## src/rtl/mem_refill_arbiter.sv

```systemverilog
// mem_refill_arbiter: shares one memory port between icache refills and dcache refills/writebacks.
// Define ARB_ROUND_ROBIN_EN for round-robin on simultaneous requests; default is fixed dcache priority.
module mem_refill_arbiter #(
  parameter int ADDR_W = 32,
  parameter int DATA_W = 128,
  parameter int BEATS  = 4
) (
  input  logic                     clk,
  input  logic                     reset,
  input  logic                     ic_req_valid,
  input  logic [ADDR_W-1:0]        ic_req_addr,
  output logic                     ic_req_ready,
  output logic                     ic_resp_valid,
  output logic [$clog2(BEATS)-1:0] ic_resp_beat,
  output logic [DATA_W-1:0]        ic_resp_data,
  input  logic                     dc_req_valid,
  input  logic                     dc_req_rnw,
  input  logic [ADDR_W-1:0]        dc_req_addr,
  input  logic [DATA_W-1:0]        dc_req_wdata,
  output logic                     dc_req_ready,
  output logic                     dc_resp_valid,
  output logic [$clog2(BEATS)-1:0] dc_resp_beat,
  output logic [DATA_W-1:0]        dc_resp_data,
  output logic                     mem_req_valid,
  input  logic                     mem_req_ready,
  output logic                     mem_req_rnw,
  output logic [ADDR_W-1:0]        mem_req_addr,
  output logic [DATA_W-1:0]        mem_req_data,
  input  logic                     mem_resp_valid,
  input  logic [DATA_W-1:0]        mem_resp_data,
  output logic                     busy
);
  localparam int BW = $clog2(BEATS);
  localparam int OFF = $clog2(BEATS * DATA_W / 8);
  localparam int BSH = $clog2(DATA_W / 8);
  localparam logic [ADDR_W-1:0] LINE_MASK = ~((ADDR_W'(1) << OFF) - ADDR_W'(1));
  localparam logic [BW-1:0] LAST = BW'(BEATS - 1);
  typedef enum logic [1:0] {IDLE, RD_ADDR, RD_DATA, WR_DATA} state_t;
  state_t state, state_n;
  logic grant_dc, grant_dc_n, pick_dc, any_req, rd_beat;
  logic [ADDR_W-1:0] base, base_n, req_addr;
  logic [BW-1:0] beat, beat_n;
  assign any_req = ic_req_valid | dc_req_valid;
`ifdef ARB_ROUND_ROBIN_EN
  logic last_dc;
  // On a tie, the requester that did not win last time goes first.
  assign pick_dc = dc_req_valid & (~ic_req_valid | ~last_dc);
  always_ff @(posedge clk)
    if (reset) last_dc <= 1'b0;
    else if (state == IDLE && any_req) last_dc <= pick_dc;
`else
  assign pick_dc = dc_req_valid;
`endif
  assign req_addr = pick_dc ? dc_req_addr : ic_req_addr;
  always_comb begin
    state_n = state;
    grant_dc_n = grant_dc;
    base_n = base;
    beat_n = beat;
    case (state)
      IDLE: if (any_req) begin
        grant_dc_n = pick_dc;
        base_n = req_addr & LINE_MASK;
        beat_n = '0;
        state_n = (pick_dc && !dc_req_rnw) ? WR_DATA : RD_ADDR;
      end
      RD_ADDR: if (mem_req_ready) begin
        beat_n = '0;
        state_n = RD_DATA;
      end
      RD_DATA: if (mem_resp_valid) begin
        beat_n = beat + 1'b1;
        state_n = (beat == LAST) ? IDLE : RD_DATA;
      end
      WR_DATA: if (mem_req_ready) begin
        beat_n = beat + 1'b1;
        state_n = (beat == LAST) ? IDLE : WR_DATA;
      end
      default: state_n = IDLE;
    endcase
  end
  always_ff @(posedge clk)
    if (reset) begin
      state <= IDLE;
      grant_dc <= 1'b0;
      base <= '0;
      beat <= '0;
    end else begin
      state <= state_n;
      grant_dc <= grant_dc_n;
      base <= base_n;
      beat <= beat_n;
    end
  assign busy = state != IDLE;
  assign mem_req_valid = (state == RD_ADDR) || (state == WR_DATA);
  assign mem_req_rnw = state == RD_ADDR;
  assign mem_req_addr = (state == RD_ADDR) ? base :
                        (state == WR_DATA) ? base + (ADDR_W'(beat) << BSH) : '0;
  assign mem_req_data = (state == WR_DATA) ? dc_req_wdata : '0;
  assign ic_req_ready = (state == RD_ADDR) && mem_req_ready && !grant_dc;
  assign dc_req_ready = mem_req_valid && mem_req_ready && grant_dc;
  // Response beats pass straight through; anything outside RD_DATA is dropped.
  assign rd_beat = (state == RD_DATA) && mem_resp_valid;
  assign ic_resp_valid = rd_beat && !grant_dc;
  assign dc_resp_valid = rd_beat && grant_dc;
  assign ic_resp_beat = ic_resp_valid ? beat : '0;
  assign dc_resp_beat = dc_resp_valid ? beat : '0;
  assign ic_resp_data = ic_resp_valid ? mem_resp_data : '0;
  assign dc_resp_data = dc_resp_valid ? mem_resp_data : '0;
endmodule

```

## config.mk

```make
export PLATFORM = sky130hd
export DESIGN_NAME = mem_refill_arbiter
export DESIGN_NICKNAME = d
export VERILOG_FILES = /design/src/rtl/mem_refill_arbiter.sv
export SDC_FILE = /design/constraint.sdc
export NUM_CORES = 1
export LEC_CHECK = 0
export CELL_PAD_IN_SITES_DETAIL_PLACEMENT = 0
export CELL_PAD_IN_SITES_GLOBAL_PLACEMENT = 1
export CORE_AREA = 2 2 296 298
export DETAILED_ROUTE_END_ITERATION = 8
export DIE_AREA = 0 0 298 300
export PLACE_DENSITY_LB_ADDON = 0.12
export SLEW_MARGIN = 30
export SYNTH_ARGS = -nofsm -noshare
export SYNTH_HDL_FRONTEND = slang
export SYNTH_SLANG_ARGS = --single-unit
```

## constraint.sdc

```tcl
create_clock -name clk -period 1.5 [get_ports clk]
set_input_delay 0.3 -clock clk [delete_from_list [all_inputs] [get_ports clk]]
set_output_delay 0.3 -clock clk [all_outputs]
set_load 0.02 [all_outputs]
```

# Word level (Yosys, flattened, before mapping)
# Cells that the tools add are included.
word_totals:
  reg_bits: 31
  latch_bits: 0
  ram_bits: 0
  romBits: 0
  output_inout_bits: 427
  memories: 0
classes:
  add_sub_neg: 2
  n_mul: 0
  div_mod_pow: 0
  n_lt_le_gt_ge: 0
  n_eq_ne: 8
  shift: 0
  mux: 21
  bitwise: 1
  n_reduce_logical: 15
op_table:
  columns: ["cell", "count"]
  rows:
  - ["128-bit two-way mux", 3]
  - ["32-bit two-way mux", 3]
  - ["32-bit by 6-bit adder with 32-bit output", 1]
  - ["2-bit two-way mux", 13]
  - ["2-bit one-hot mux with 4 select lines", 2]
  - ["1-bit logical AND", 8]
  - ["2-bit != test, second input constant", 4]
  - ["2-bit == test, second input constant", 3]
  - ["4-bit AND reduction", 1]
  - ["2-bit by 1-bit adder with 2-bit output, second input constant", 1]
  - ["2-bit by 1-bit == test with 1-bit output, second input constant", 1]
  - ["1-bit zero test", 2]
  - ["2-bit zero test", 1]
  - ["2-bit AND reduction", 1]
  - ["2-bit nonzero test", 1]
  - ["1-bit logical OR", 1]
  - ["1-bit bitwise OR", 1]

# Longest topological paths before layout
depth:
  ltp_word: 5
  mapped_depth: 5
  depth_no_buf: 4

# Worst setup path before layout
# Ideal clock, no wire load.
synth_path:
  kind: "register to output"
  start: "reg state[0]"
  end: "out ic_req_ready"
  arrival_time_ps: 1258
  path_slack_ps: -58
  path_stages_with_launch: 5
  n_path_buf: 2
  path_cell_list: "dfxtp_1 > buf_4 > buf_4 > nand2_1 > nor3_1"
synth_between:
  elab_chain_len: 3
synth_rtl:
  columns: ["element", "line_no", "text"]
  rows:
  - ["start, declared", "39", "state_t state, state_n;"]
  - ["start signal, assigned", "89", "state <= state_n;"]
  - ["2-bit by 1-bit == test with 1-bit output", "100", "assign ic_req_ready = (state == RD_ADDR) && mem_req_ready && !grant_dc;"]
  - ["1-bit logical AND (2 in a row)", "100", null]
  - ["end, declared", "12", "output logic ic_req_ready,"]
# Every way passes these cells.

# Worst setup path in the final report
layout_path:
  start: "reg state[0]"
  end: "out dc_resp_data[100]"
layout_between:
  elab_chain_len: 4
layout_rtl:
  columns: ["element", "line_no", "text"]
  rows:
  - ["2-bit == test", "103", "assign rd_beat = (state == RD_DATA) && mem_resp_valid;"]
  - ["1-bit logical AND", "103", null]
  - ["1-bit logical AND", "105", "assign dc_resp_valid = rd_beat && grant_dc;"]
  - ["128-bit two-way mux", "109", "assign dc_resp_data = dc_resp_valid ? mem_resp_data : '0;"]
  - ["end, declared", "23", "output logic [DATA_W-1:0] dc_resp_data,"]
# Every way passes these cells.

==> results.ini <==
[layout]
instances_no_fill=2654
final_layout_size_suffix_gt1_share_pct=58.5
final_nets=1822
syn2layout_area_growth_pct=279

[timing]
min_period_ns=2.08
slew_violations=0
final_hold_viol_count=0
worst_slew_margin_rel_pct=66.0
fin_skew_ns=0.00631
finalSetupViolCount=453
worst_pin_slew_ns=0.509
timing.final.ws_setup_ns=-0.582
fmax_mhz=480
rsz0062_at_grt=yes
finalCritPeriodShare_pct=139

[worst_setup_path]
worstSetupStartpointType=flop
worstRegToRegCells=10
end_kind=output port
cp_data_arrival_time_ns=1.78
critical_path_class=reg2out
cp_max_fo=18
required_ns=1.20

[floorplanning]
num_rows=108
top_level_ports=754
core-area_um2=86200
die_x_um=298
start_util_pct=5.19
die_h_um=300
dieArea_um2=89400

[logic_synthesis]
postSynth.asyncResetShare_pct=0
syn-cell-area_um2=4470
synth-edff-count=0
postSynthCellCount=642
ys_seq_area_share_pct=13.9
synth_seq_cells=31
avgSynthCellArea_um2=6.97
synthFlopType=dfxtp_1
yosys.cell_types.count=32
yosysWarnings=0

[global_route]
first_global_vias=7695
antenna_found_initial=7
grt_use_total_pct=10.8
overflow=0
grt_max_degree=38
grt_pass1_wl_mm=68.7

[drt]
route.detailed.drc=0
drt_iter0_markers=226
wl_mm=58.5
wire_per_inst_um=22.0
dr.pass1.iters=4
vias=8154
viasPerCell=3.07
ant_nets=0

[clocking]
numCtsBuffers=5
clock_sinks=31
cts_tree=yes
clk_latency_ns=0.29
cts_root_buf=clkbuf_16
htree_levels=2
cts_buffer_depth=2
path_clk_slew_ns=0.06

[placement]
dp_slack_ns=-1.24
place_inst=2498
port_buffers=737
gp_congestion=0.846
hpwl_mm=41.6

[worst_hold_path]
worstHoldPathCells=3
holdCritPathClass=in2reg

[status]
violations=setup timing
status=finished with violations

[power]
leakagePower_nw=7.56
power_density_nw_per_um2=588
vdd_ir_drop_max_mv=0.357

[flow_run]
maxCapViolations=0

## cell type report
| cell class | count | area (µm²) |
|---|---|---|
| diodes | 4 | 10.0 |
| inverters | 3 | 11.3 |
| repair buffers | 922 | 10400 |
| multi-input cells | 531 | 4300 |
| clock buffers | 7 | 133 |
| clock inverters | 1 | 5.00 |
| fillers | 9659 | 69300 |
| well taps | 1155 | 1450 |
| flip-flops and latches | 31 | 632 |
## where the power goes
group          switching, mW  leakage (nW)  internal [mW]
registers              0.104         0.259          0.988
clock network          0.408        0.0679          0.614
logic                   3.40          7.23           4.44
## kinds of logic after synthesis
kind of cell               share of synthesized area (%)
AOI/OAI and AO/OA                                   8.98
adders and majority gates                          0.280
buffers and inverters                               9.82
DFF                                                 13.9
muxes                                               6.07
other                                             0.0838
and+or+nand+nor                                     60.9
## cell usage in the layout (no fill, tap or decap), types with 2 or more instances in the layout
cell	count
buf_6	288
buf_16	15
o21ai_0	2
inv_1	2
nor2_4	2
nor2b_1	3
dfxtp_1	28
clkbuf_4	9
clkdlybuf4s50_1	312
and3_1	51
conb_1	4
and3_4	80
clkbuf_2	9
buf_2	22
and2_1	131
nand2_1	3
clkbuf_1	2
buf_8	16
mux2i_1	26
diode_2	4
clkbuf_16	37
and2_4	154
o311ai_0	2
a211oi_2	13
dfxtp_4	3
a211oi_1	13
buf_4	161
nor2_1	2
a21oi_1	31
buf_12	57
## registers in the layout (all words and copies together), names as in the netlist
signal,count
base,26
grant_dc,1
state,2
beat,2
## layer usage
metal  vias to the layer above  track usage [%]  part of all wire, %
met3                        32             3.26                  6.8
met4                         4             1.41                  1.1
met2                       367             21.7                   54
met5                         -                0                0.051
met1                      3899             10.9                   38
li1                       3852                -                    -
## worst max-delay path, stage by stage, from the launching register on
cell       delay [ns]
dfxtp_4          0.36
and4b_4          0.36
buf_12           0.17
buf_12           0.12
clkbuf_16        0.17
and2_1           0.16
buf_6            0.13
## cell usage after synthesis, types with 2 or more instances
master	number	area share [%]
a211oi_1	26	4.4
a21oi_1	31	3.5
and2_1	286	40
inv_1	2	0.17
nand2_1	3	0.25
and3_1	131	18
nor2b_1	3	0.42
o311ai_0	2	0.39
nor2_1	2	0.17
dfxtp_1	31	14
nor3_1	2	0.22
nor2_2	2	0.28
buf_2	5	0.56
buf_4	11	1.8
buf_6	7	1.8
clkbuf_2	22	2.5
mux2i_1	26	5.8
clkbuf_1	35	2.9
o21ai_0	2	0.22
## repair_timing
action,CTS,global route
gates resized for setup,987,1285
hold endpoints to repair,0,0
hold buffers,0,0
buffers inserted,11,80
gates cloned,12,46
pin swaps,14,80
setup endpoints to repair,454,454
## worst paths after layout
| path | from | endpoint | slack [ns] |
|---|---|---|---|
| setup / recovery | state[0]$_SDFFE_PP0P_ | dc_resp_data[100] | -0.58 |
| hold / removal | dc_req_valid | state[1]$_SDFFE_PP0P_ | 0.49 |
| setup reg to reg | state[1]$_SDFFE_PP0P_ | state[0]$_SDFFE_PP0P_ | -0.30 |
| hold reg to reg | base[30]$_SDFFE_PP0P_ | base[30]$_SDFFE_PP0P_ | 0.51 |
## metrics by stage
step                      area [µm²]  setup TNS (ns)  power, mW  hold slack (ns)  util (%)
after floorplan                 4490               0       3.01            0.490         -
after global placement         13400         -323.89       5.77            0.505      15.5
after detailed placement       13400         -326.48       5.74            0.511      15.5
after CTS                      13800         -206.71       7.18            0.497      16.0
after global routing           16900         -197.32       10.5            0.516      19.6
final                          16900         -172.54       9.95            0.490      19.6
(Power assumes the default switching activity.)
